[src/rtl/m_seg7_scan_pkg.sv]
// m_seg7_scan_pkg: shared constants for the seven-segment scan display
package m_seg7_scan_pkg;
  localparam int SCAN_CYCLES_DEF = 100000;
  localparam int BLANK_CYCLES_DEF = 1000;
  localparam int DIG_W = 2;
  localparam logic [6:0] SEG_BLANK = 7'h7F;
  // active-low {g,f,e,d,c,b,a}; index 0 is the rightmost entry
  localparam logic [15:0][6:0] SEG_HEX = {
    7'b0001110, 7'b0000110, 7'b0100001, 7'b1000110,
    7'b0000011, 7'b0001000, 7'b0010000, 7'b0000000,
    7'b1111000, 7'b0000010, 7'b0010010, 7'b0011001,
    7'b0110000, 7'b0100100, 7'b1111001, 7'b1000000
  };
endpackage

[src/rtl/m_seg7_scan_dec.sv]
// m_seg7_dec: hex nibble to active-low seven-segment pattern
module m_seg7_dec
  import m_seg7_scan_pkg::*;
(
  input  logic [3:0] w_hex,
  output logic [6:0] w_seg
);
  assign w_seg = SEG_HEX[w_hex];
endmodule

[src/rtl/m_seg7_scan.sv]
// m_seg7_scan: four-digit multiplexed display of a value and its BCD change count
module m_seg7_scan
  import m_seg7_scan_pkg::*;
#(
  parameter int SCAN_CYCLES = SCAN_CYCLES_DEF,
  parameter int BLANK_CYCLES = BLANK_CYCLES_DEF
) (
  input  logic       w_clk,
  input  logic       w_rst_n,
  input  logic [3:0] w_val,
  output logic [6:0] w_seg,
  output logic       w_dp,
  output logic [3:0] w_an
);
  localparam int CW = $clog2(SCAN_CYCLES);
  logic [CW-1:0] r_cnt;
  logic [DIG_W-1:0] r_dig;
  logic [3:0] r_val, r_ones, r_tens;
  logic [3:0] r_snap_val, r_snap_ones, r_snap_tens;
  logic term, frame, chg, blank;
  logic [3:0] dig_hex, an_nxt;
  logic [6:0] dec_seg;
  assign term = r_cnt == CW'(SCAN_CYCLES - 1);
  assign frame = term && r_dig == 2'd3;
  assign chg = w_val != r_val;
  assign dig_hex = r_dig == 2'd0 ? r_snap_val : r_dig == 2'd1 ? r_snap_ones : r_snap_tens;
  assign blank = r_dig == 2'd3 || (r_dig == 2'd2 && r_snap_tens == 4'd0);
  assign an_nxt = r_cnt < CW'(BLANK_CYCLES) ? 4'hF : ~(4'b0001 << r_dig);
  m_seg7_dec u_dec (
    .w_hex(dig_hex),
    .w_seg(dec_seg)
  );
  // slot counter and digit index
  always_ff @(posedge w_clk) begin
    if (!w_rst_n) begin
      r_cnt <= '0;
      r_dig <= '0;
    end else begin
      r_cnt <= term ? '0 : r_cnt + CW'(1);
      r_dig <= term ? r_dig + 2'd1 : r_dig;
    end
  end
  // input register and two-digit BCD change count
  always_ff @(posedge w_clk) begin
    if (!w_rst_n) begin
      r_val <= '0;
      r_ones <= '0;
      r_tens <= '0;
    end else begin
      r_val <= w_val;
      if (chg) begin
        r_ones <= r_ones == 4'd9 ? 4'd0 : r_ones + 4'd1;
        if (r_ones == 4'd9) r_tens <= r_tens == 4'd9 ? 4'd0 : r_tens + 4'd1;
      end
    end
  end
  // display snapshot, refreshed only at the frame boundary from pre-increment state
  always_ff @(posedge w_clk) begin
    if (!w_rst_n) begin
      r_snap_val <= '0;
      r_snap_ones <= '0;
      r_snap_tens <= '0;
    end else if (frame) begin
      r_snap_val <= r_val;
      r_snap_ones <= r_ones;
      r_snap_tens <= r_tens;
    end
  end
  // registered display outputs, one cycle behind the scan position
  always_ff @(posedge w_clk) begin
    if (!w_rst_n) begin
      w_an <= 4'hF;
      w_seg <= SEG_BLANK;
      w_dp <= 1'b1;
    end else begin
      w_an <= an_nxt;
      w_seg <= blank ? SEG_BLANK : dec_seg;
      w_dp <= an_nxt[1];
    end
  end
endmodule
[config.mk]
export PLATFORM = sky130hd
export DESIGN_NAME = m_seg7_scan
export DESIGN_NICKNAME = d
export VERILOG_FILES = /design/src/rtl/m_seg7_scan_pkg.sv /design/src/rtl/m_seg7_scan_dec.sv /design/src/rtl/m_seg7_scan.sv
export SDC_FILE = /design/constraint.sdc
export NUM_CORES = 1
export LEC_CHECK = 0
export BUFFER_PORTS_ARGS = -buffer_cell sky130_fd_sc_hd__buf_2
export CAP_MARGIN = 20
export CORE_MARGIN = 5
export CORE_UTILIZATION = 50
export DETAILED_ROUTE_END_ITERATION = 10
export GPL_ROUTABILITY_DRIVEN = 0
export PLACE_DENSITY = 0.68
export RECOVER_POWER = 25
export SYNTH_ARGS = -nofsm -noshare
export SYNTH_HDL_FRONTEND = slang
export SYNTH_HIERARCHICAL = 1
export SYNTH_SLANG_ARGS = --single-unit
[constraint.sdc]
create_clock -name w_clk -period 7.1 [get_ports w_clk]
set_input_delay 1.42 -clock w_clk [delete_from_list [all_inputs] [get_ports w_clk]]
set_output_delay 1.42 -clock w_clk [all_outputs]
set_load 0.05 [all_outputs]
Yosys cells after proc, flatten, opt, wreduce, memory -nomap -nowiden
Memories as Yosys holds them, arrays and structs flattened. A register that Yosys moved wholly into a read port is not among the register bits.
Cells that the tools add are included.
Word-level totals
  register bits after elaboration: 47
  bits in writable memories: 0
  word-level logic and storage cells: 39
  latch bits: 0
  input bits: 6
  memory bits (read-only): 112
  memories: 1
Memory list
  (no name shown): depth 16, bits a word 7, rd ports 1, clocked after Yosys merged registers in 1, wr ports 0, RTL line m_seg7_scan_dec.sv:8  | assign w_seg = SEG_HEX[w_hex];
Cells by class
  order comparisons: 1
  bitwise gates (word level): 2
  $add $sub $neg: 4
  reductions and logical operators: 9
  div/mod/pow operators: 0
  mux-type cells: 4
  $mul: 0
  equal/unequal tests: 7
  shift operators: 1
Operator list (number)
  adder 17 x 1 -> 17 bit, second input constant: 1
  == test 17 bit, second input constant: 1
  less-than comparator 17 x 10 -> 1 bit, second input constant: 1
  2-to-1 mux 4 bit: 4
  adder 4 x 1 -> 4 bit, second input constant: 2
  == test 4 bit, second input constant: 2
  OR reduction 2 bit: 3
  == test 2 bit, second input constant: 2
  logical NOT 4 bit: 1
  inequality test 4 bit: 1
  inverter 4 bit: 1
  left shift 1 x 2 -> 4 bit, first input constant: 1
  adder 2 x 1 -> 2 bit, second input constant: 1
  == test 2 x 1 -> 1 bit, second input constant: 1
  logical AND 1 bit: 2
  logical NOT 2 bit: 1
  AND reduction 2 bit: 1
  logical OR 1 bit: 1
  inverter 1 bit: 1

Depth between registers and ports, before layout
Gate-level depths: netlist of run 1.
  depth after elaboration: 4
  depth in mapped cells: 11
  mapped depth without buffers: 10

Modules after synthesis
Netlist of run 1, hierarchy kept.
Modules (own cells, without submodules)
  m_seg7_scan: cells each 254, area each 2314.7 um^2, times used 1
  m_seg7_dec: cells each 32, area each 275.3 um^2, times used 1

Worst setup path before layout of run 1
No wires, ideal clock.
  kind: register to register
  start: reg r_dig[1]
  end: reg w_seg[3]
  clock period less this slack: 2733 ps
  arrival time: 2610 ps
  path buffers: 1
  slack: 4367 ps
  stages on the path, launching flop included: 11
  cells stage by stage: dfxtp_1 inv_1 ha_1 clkbuf_1 mux2i_1 o21ai_0 inv_1 ha_1 inv_1 mux4_1 or2_2
RTL lines
  from (decl): RTL line m_seg7_scan.sv:17  | logic [DIG_W-1:0] r_dig;
  from (signal assigned): RTL line m_seg7_scan.sv:40  | r_dig <= term ? r_dig + 2'd1 : r_dig;
  == test 2 x 1 -> 1 bit: RTL line m_seg7_scan.sv:26  | assign dig_hex = r_dig == 2'd0 ? r_snap_val : r_dig == 2'd1 ? r_snap_ones : r_snap_tens;
  2-to-1 mux 4 bit: RTL line m_seg7_scan.sv:26
  2-to-1 mux 4 bit (*): RTL line m_seg7_scan.sv:26
  net dig_hex[0]: RTL line m_seg7_scan.sv:21  | logic [3:0] dig_hex, an_nxt;
  to (decl): RTL line m_seg7_scan.sv:11  | output logic [6:0] w_seg,
Mark *: on every way through the listed nets, which the timed path passes. The rest lies on a longest branch.
A chain may end at the register's enable or synchronous reset.

==> run_results.csv, run 1 <==
group,metric,value,unit
final_layout,finalNetCount,318,
final_layout,seq_area,1081,um2
timing,fmax,287.1,MHz
cts,post-cts-setup-buffer-count,0,
cts,htree_num_levels,2,
route,ant_nets,0,
synthesis,syn-instance-count,286,
final_layout,multi_input_area,1394,um2
cts,clk_path_buf_depth,2,
worst_setup_path,rr_startpoint,"r_dig[1]",
route,drc,0,
run,max_cap_violations,0,
global_routing,grt_pass1_wl,7.376,mm
route,dr.pass1.iters,4,
hold_path,worstHoldPathType,"reg -> reg",
die,design.core.area,5075,um2
power,p_leak,1.065,nW
global_routing,grt_max_degree,33,
synthesis,synth_edf_count,0,
die,fp-row-count,26,
global_routing,antenna_found_initial,0,
worst_setup_path,endpoint_kind,"flop",
cts,cts_hold_buf,0,
synthesis,syn-mean-instance-area,9.056,um2
hold_path,hold_end,"r_snap_val[0]",
global_routing,grt_pass1_vias,1660,
die,initial_utilization,0.5104,
worst_setup_path,worstSetupPathType,"in -> reg",
timing,grt_setup_unrepaired,"false",
timing,slew_viol_final,0,
final_layout,nFillCells,498,
final_layout,syn2layout_area_growth,8.164,%
cts,cts_resized,0,
timing,final.min_clock_period,3.483,ns
cts,clk_pin_slew,0.10,ns
worst_setup_path,arrival,3.72,ns
route,viasPerCell,5.089,
die,ioPinCount,18,
route,initialDrtViolationCount,86,
hold_path,hold_depth,2,
synthesis,ys_ff_latch,54,
route,drt-total-wl,4.246,mm
power,peakVddDrop,0.0001028,V
final_layout,diodes,0,
cts,clk-insertion-delay-late,0.31,ns
timing,slew_headroom,0.1857,
timing,post-route-period-util,0.4906,
worst_setup_path,startpoint,"w_rst_n",
synthesis,yosysSeqAreaShare,0.4174,
worst_setup_path,r2r_slack,4.14,ns
synthesis,yosysUniqueCellTypes,46,
power,total_power,0.5187,mW
die,fp.dieW,81.97,um
timing,hold_viol_final,0,
route,routedWlPerCell,11.44,um
synthesis,synth_area,2590,um2
timing,skew,0.009533,ns
cts,cts_buffers,5,
final_layout,drive_above_1_share,0.1362,
worst_setup_path,crit_required,7.34,ns
worst_setup_path,worstSetupStartpointType,"input port",
power,powerDensity,185.2,nW/um2
worst_setup_path,reg2regPathDepth,9,
timing,setup_viol,0,
global_routing,gr-total-overflow,0,
timing,tightest_slew,1.222,ns
cts,cts_tree,"done",
worst_setup_path,worstPathMaxFanout,32,
timing,tns,0,ns
route,via_count,1888,
run_status,status,"completed",
placed_design,dp_hpwl,3.118,mm
synthesis,syn_nets,304,
cts,clock_sinks,54,
hold_path,worstHoldStart,"r_snap_val[0]",
die,die_h,81.97,um
die,dieArea,6719,um2
synthesis,yosys_most_used_dff,"dfxtp_1",
global_routing,grtUsageTotal,0.1395,
placed_design,portBuffers,17,
worst_setup_path,r2r-end,"w_seg[3]",
synthesis,async_reset_ff_frac,0,
synthesis,yosys_warnings,6,
cts,root_buffer,"clkbuf_8",
## layer usage
layer,share of wire,track usage,wire length [um],up-vias
li1,-,-,-,1000
met1,0.50,0.1797,2115,862
met2,0.46,0.2262,1941,24
met3,0.038,0.03728,162,2
met4,0.0064,0.04485,27,0
met5,0,0,0,-
## registers in the layout, summed over array words and instances, names as in the netlist
| register | cells |
|---|---|
| r_ones | 4 |
| r_snap_tens | 4 |
| r_cnt | 17 |
| w_an | 3 |
| w_seg | 7 |
| r_val | 4 |
| w_dp | 1 |
| r_snap_ones | 4 |
| r_tens | 4 |
| r_dig | 2 |
| r_snap_val | 4 |
## cell type report
class / instances / area share
well taps: 70 / 0.03126
flip-flops and latches: 54 / 0.3859
clock inverters: 3 / 0.009379
multi-input cells: 208 / 0.4975
inverters: 12 / 0.01608
clock buffers: 5 / 0.02456
repair buffers: 19 / 0.03528
## worst max-delay path by stage
stage                     end  slack, ns
floorplan            w_seg[3]       4.37
global route        r_tens[0]       3.35
finish              r_tens[0]       3.62
detailed placement  r_tens[0]       3.96
global placement    r_tens[0]       4.01
CTS                  w_seg[3]       4.12
## logic make-up after synthesis
kind of cell,share of synthesized area
AOI/OAI and AO/OA,0.06909
xor gates and xnor gates,0.05749
muxes,0.1111
adders and majority gates,0.05797
buffers and inverters,0.04444
DFF,0.4174
and+or+nand+nor,0.2425
## worst max-delay path: stages
cell,delay [ns]
clkbuf_1,0.87
clkinv_1,0.59
or4b_2,0.74
o21ai_0,0.09
## placed cells by master (no fill, tap or decap), types with 5 or more instances in the layout
cell / synthesis / final
dfxtp_1: 54 / 54
a21oi_1: 8 / 8
nor2_1: 28 / 28
nand3_1: 8 / 8
mux2i_1: 25 / 25
ha_1: 12 / 12
xnor2_1: 10 / 10
or2_2: 7 / 7
inv_1: 11 / 11
nand2_1: 42 / 42
nor4_1: 5 / 5
o21ai_0: 13 / 13
clkbuf_8: 0 / 5
xor2_1: 7 / 7
buf_2: 2 / 16
## per-stage QoR
stage	hold WS, ns	utilization	instance area (um2)	cells	setup slack, ns
2_1_floorplan	0.4296	-	2590	286	4.367
4_1_cts	0.4699	0.5508	2795	370	4.115
3_3_place_gp	0.4449	0.5321	2700	362	4.006
6_report	0.4642	0.5520	2801	371	3.617
5_1_grt	0.4939	0.5520	2801	371	3.350
3_5_place_dp	0.4549	0.5321	2700	362	3.965
## cell usage after synthesis (2+ instances only)
library cell	instances	area (um2)
a22o_1	2	17.52
buf_4	2	15.01
nand2_1	42	157.7
and2_1	4	25.02
a21oi_1	8	40.04
nand3_1	8	40.04
nor3_1	4	20.02
buf_2	2	10.01
a31oi_1	2	12.51
inv_1	11	41.29
nor4_1	5	31.28
or4_1	3	22.52
ha_1	12	150.1
nor2_1	28	105.1
xor2_1	7	61.31
nand2b_1	2	12.51
buf_6	2	22.52
nor2b_1	3	18.77
clkbuf_1	5	18.77
xnor2_1	10	87.58
dfxtp_1	54	1081
o21ai_0	13	65.06
or3_1	4	25.02
or2_2	7	43.79
mux2i_1	25	250.2
## power by group
group          leakage (nW)  total, mW  internal (mW)  switching [mW]
logic                 0.577     0.0317         0.0102          0.0214
registers             0.440      0.314          0.309         0.00499
clock network        0.0483      0.173         0.0713           0.102
(Power assumes the default switching activity.)
==> run 2, diff against run 1 <==
==> constraint.sdc (replaced) <==
create_clock -name w_clk -period 3.3 [get_ports w_clk]
set_input_delay 0.66 -clock w_clk [delete_from_list [all_inputs] [get_ports w_clk]]
set_output_delay 0.66 -clock w_clk [all_outputs]
set_load 0.05 [all_outputs]
==> run_results.csv, run 2 (synthesis gave the netlist of run 1 again) <==
group,metric,value,unit
placed_design,dp_hpwl,3.218,mm
worst_setup_path,crit_required,3.49,ns
power,intPower,0.8364,mW
final_layout,regMostFlops,"r_cnt",
cts,post-cts-setup-buffer-count,0,
timing,slew_headroom,0.1968,
die,initial_utilization,0.5104,
die,dieArea,6719,um2
cts,clk-insertion-delay-late,0.30,ns
final_layout,largest_reg_flops,17,
global_routing,grtUsageTotal,0.1461,
worst_setup_path,arrival,3.07,ns
timing,grt_setup_unrepaired,"false",
cts,clk_pin_slew,0.10,ns
timing,fmax,347.2,MHz
timing,final.min_clock_period,2.880,ns
power,p_leak,1.048,nW
global_routing,grt_pass1_wl,7.776,mm
final_layout,diodes,0,
global_routing,grt_max_degree,32,
timing,skew,0.009308,ns
cts,cts_buffers,5,
route,viasPerCell,5.021,
cts,htree_num_levels,2,
final_layout,layout.cells.most_common,"dfxtp_1",
route,drt-total-wl,4.520,mm
cts,clk_path_buf_depth,2,
global_routing,gr-total-overflow,0,
power,power_frac_seq,0.608,
route,drc,0,
run_status,status,"completed",
route,via_count,1878,
power,total_power,1.111,mW
cts,cts_tree,"done",
cts,root_buffer,"clkbuf_8",
die,fp-row-count,26,
timing,tightest_slew,1.205,ns
final_layout,largestRegisters,"r_cnt (17), w_seg (7)",
cts,cts_hold_buf,0,
worst_setup_path,worstSetupPathType,"reg -> reg",
die,die_h,81.97,um
global_routing,antenna_found_initial,0,
die,design.core.area,5075,um2
route,dr.pass1.iters,4,
worst_setup_path,r2r_slack,0.42,ns
final_layout,drive_above_1_share,0.1020,
route,initialDrtViolationCount,72,
timing,hold_viol_final,0,
worst_setup_path,endpoint_kind,"flop",
power,sw_frac_of_total,0.2472,
route,ant_nets,0,
timing,setup_viol,0,
power,p_comb_frac,0.063,
die,ioPinCount,18,
final_layout,multi_input_area,1394,um2
final_layout,seq_area,1081,um2
final_layout,layout_common_cells,"dfxtp_1 (54), nand2_1 (42), nor2_1 (28)",
power,p_clk_frac,0.329,
route,routedWlPerCell,12.09,um
power,switchingPower,0.2747,mW
placed_design,portBuffers,17,
final_layout,nFillCells,499,
cts,clock_sinks,54,
worst_setup_path,worstSetupStartpointType,"flop",
cts,cts_resized,0,
hold_path,worstHoldPathType,"reg -> reg",
power,powerDensity,396.8,nW/um2
timing,tns,0,ns
power,peakVddDrop,0.0002371,V
timing,post-route-period-util,0.8727,
timing,slew_viol_final,0,
run,max_cap_violations,0,
final_layout,finalNetCount,321,
final_layout,syn2layout_area_growth,8.116,%
global_routing,grt_pass1_vias,1748,
worst_setup_path,worstPathMaxFanout,5,
die,fp.dieW,81.97,um
-- run 2: cell count changes in the layout (fill, tap and decap cells not counted), sizes merged --
cell / change
clkinv: -1
buf: -9
clkinvlp: +1
clkbuf: +12
-- run 2: routing by layer --
layer,GRT usage,vias to the layer above,wire (um)
li1,-,1003,-
met5,0,-,0
met1,0.1985,846,2415
met4,0.04485,0,48
met3,0.03289,5,176
met2,0.2302,24,1878
-- run 2: final cells by class --
| class | count | area share |
|---|---|---|
| clock buffer | 5 | 0.02458 |
| clock inverter | 3 | 0.007596 |
| inverter | 12 | 0.01609 |
| multi-input combinational | 208 | 0.4978 |
| sequential | 54 | 0.3861 |
| tap | 70 | 0.03128 |
| timing repair buffer | 22 | 0.03664 |
-- run 2: worst max-delay path: stages (launching register included) --
cell and delay [ns]:
dfxtp_1 0.40, inv_1 0.08, ha_1 0.27, mux2i_1 0.15
o21ai_0 0.49, inv_1 0.23, ha_1 0.34, inv_1 0.04
mux4_1 0.47, or2_2 0.30
-- run 2: power groups by stage --
stage / registers, mW / logic (mW) / clock network, mW
after global routing: 0.678 / 0.0782 / 0.402
after detailed placement: 0.691 / 0.0726 / 0
after global placement: 0.690 / 0.0709 / 0
after floorplan: 0.703 / 0.0411 / 0
final: 0.676 / 0.0697 / 0.366
after CTS: 0.676 / 0.0724 / 0.376
-- run 2: final timing paths --
check / start / to / cells past startpoint
max: r_dig[1] / w_seg[3] / 9
min: r_snap_val[2] / r_snap_val[2] / 2
max reg2reg: r_dig[1] / w_seg[3] / 9
min reg2reg: r_snap_val[2] / r_snap_val[2] / 2
-- run 2: metrics by stage --
step	hold slack [ns]	std cells	util	cell area, um2	worst slack (ns)
6_report	0.4680	374	0.5518	2800	0.4201
5_1_grt	0.4838	374	0.5518	2800	0.2251
4_1_cts	0.4723	374	0.5557	2820	0.4637
3_5_place_dp	0.4548	366	0.5380	2730	0.5006
3_3_place_gp	0.4431	366	0.5380	2730	0.6404
2_1_floorplan	0.4296	286	-	2590	0.5670
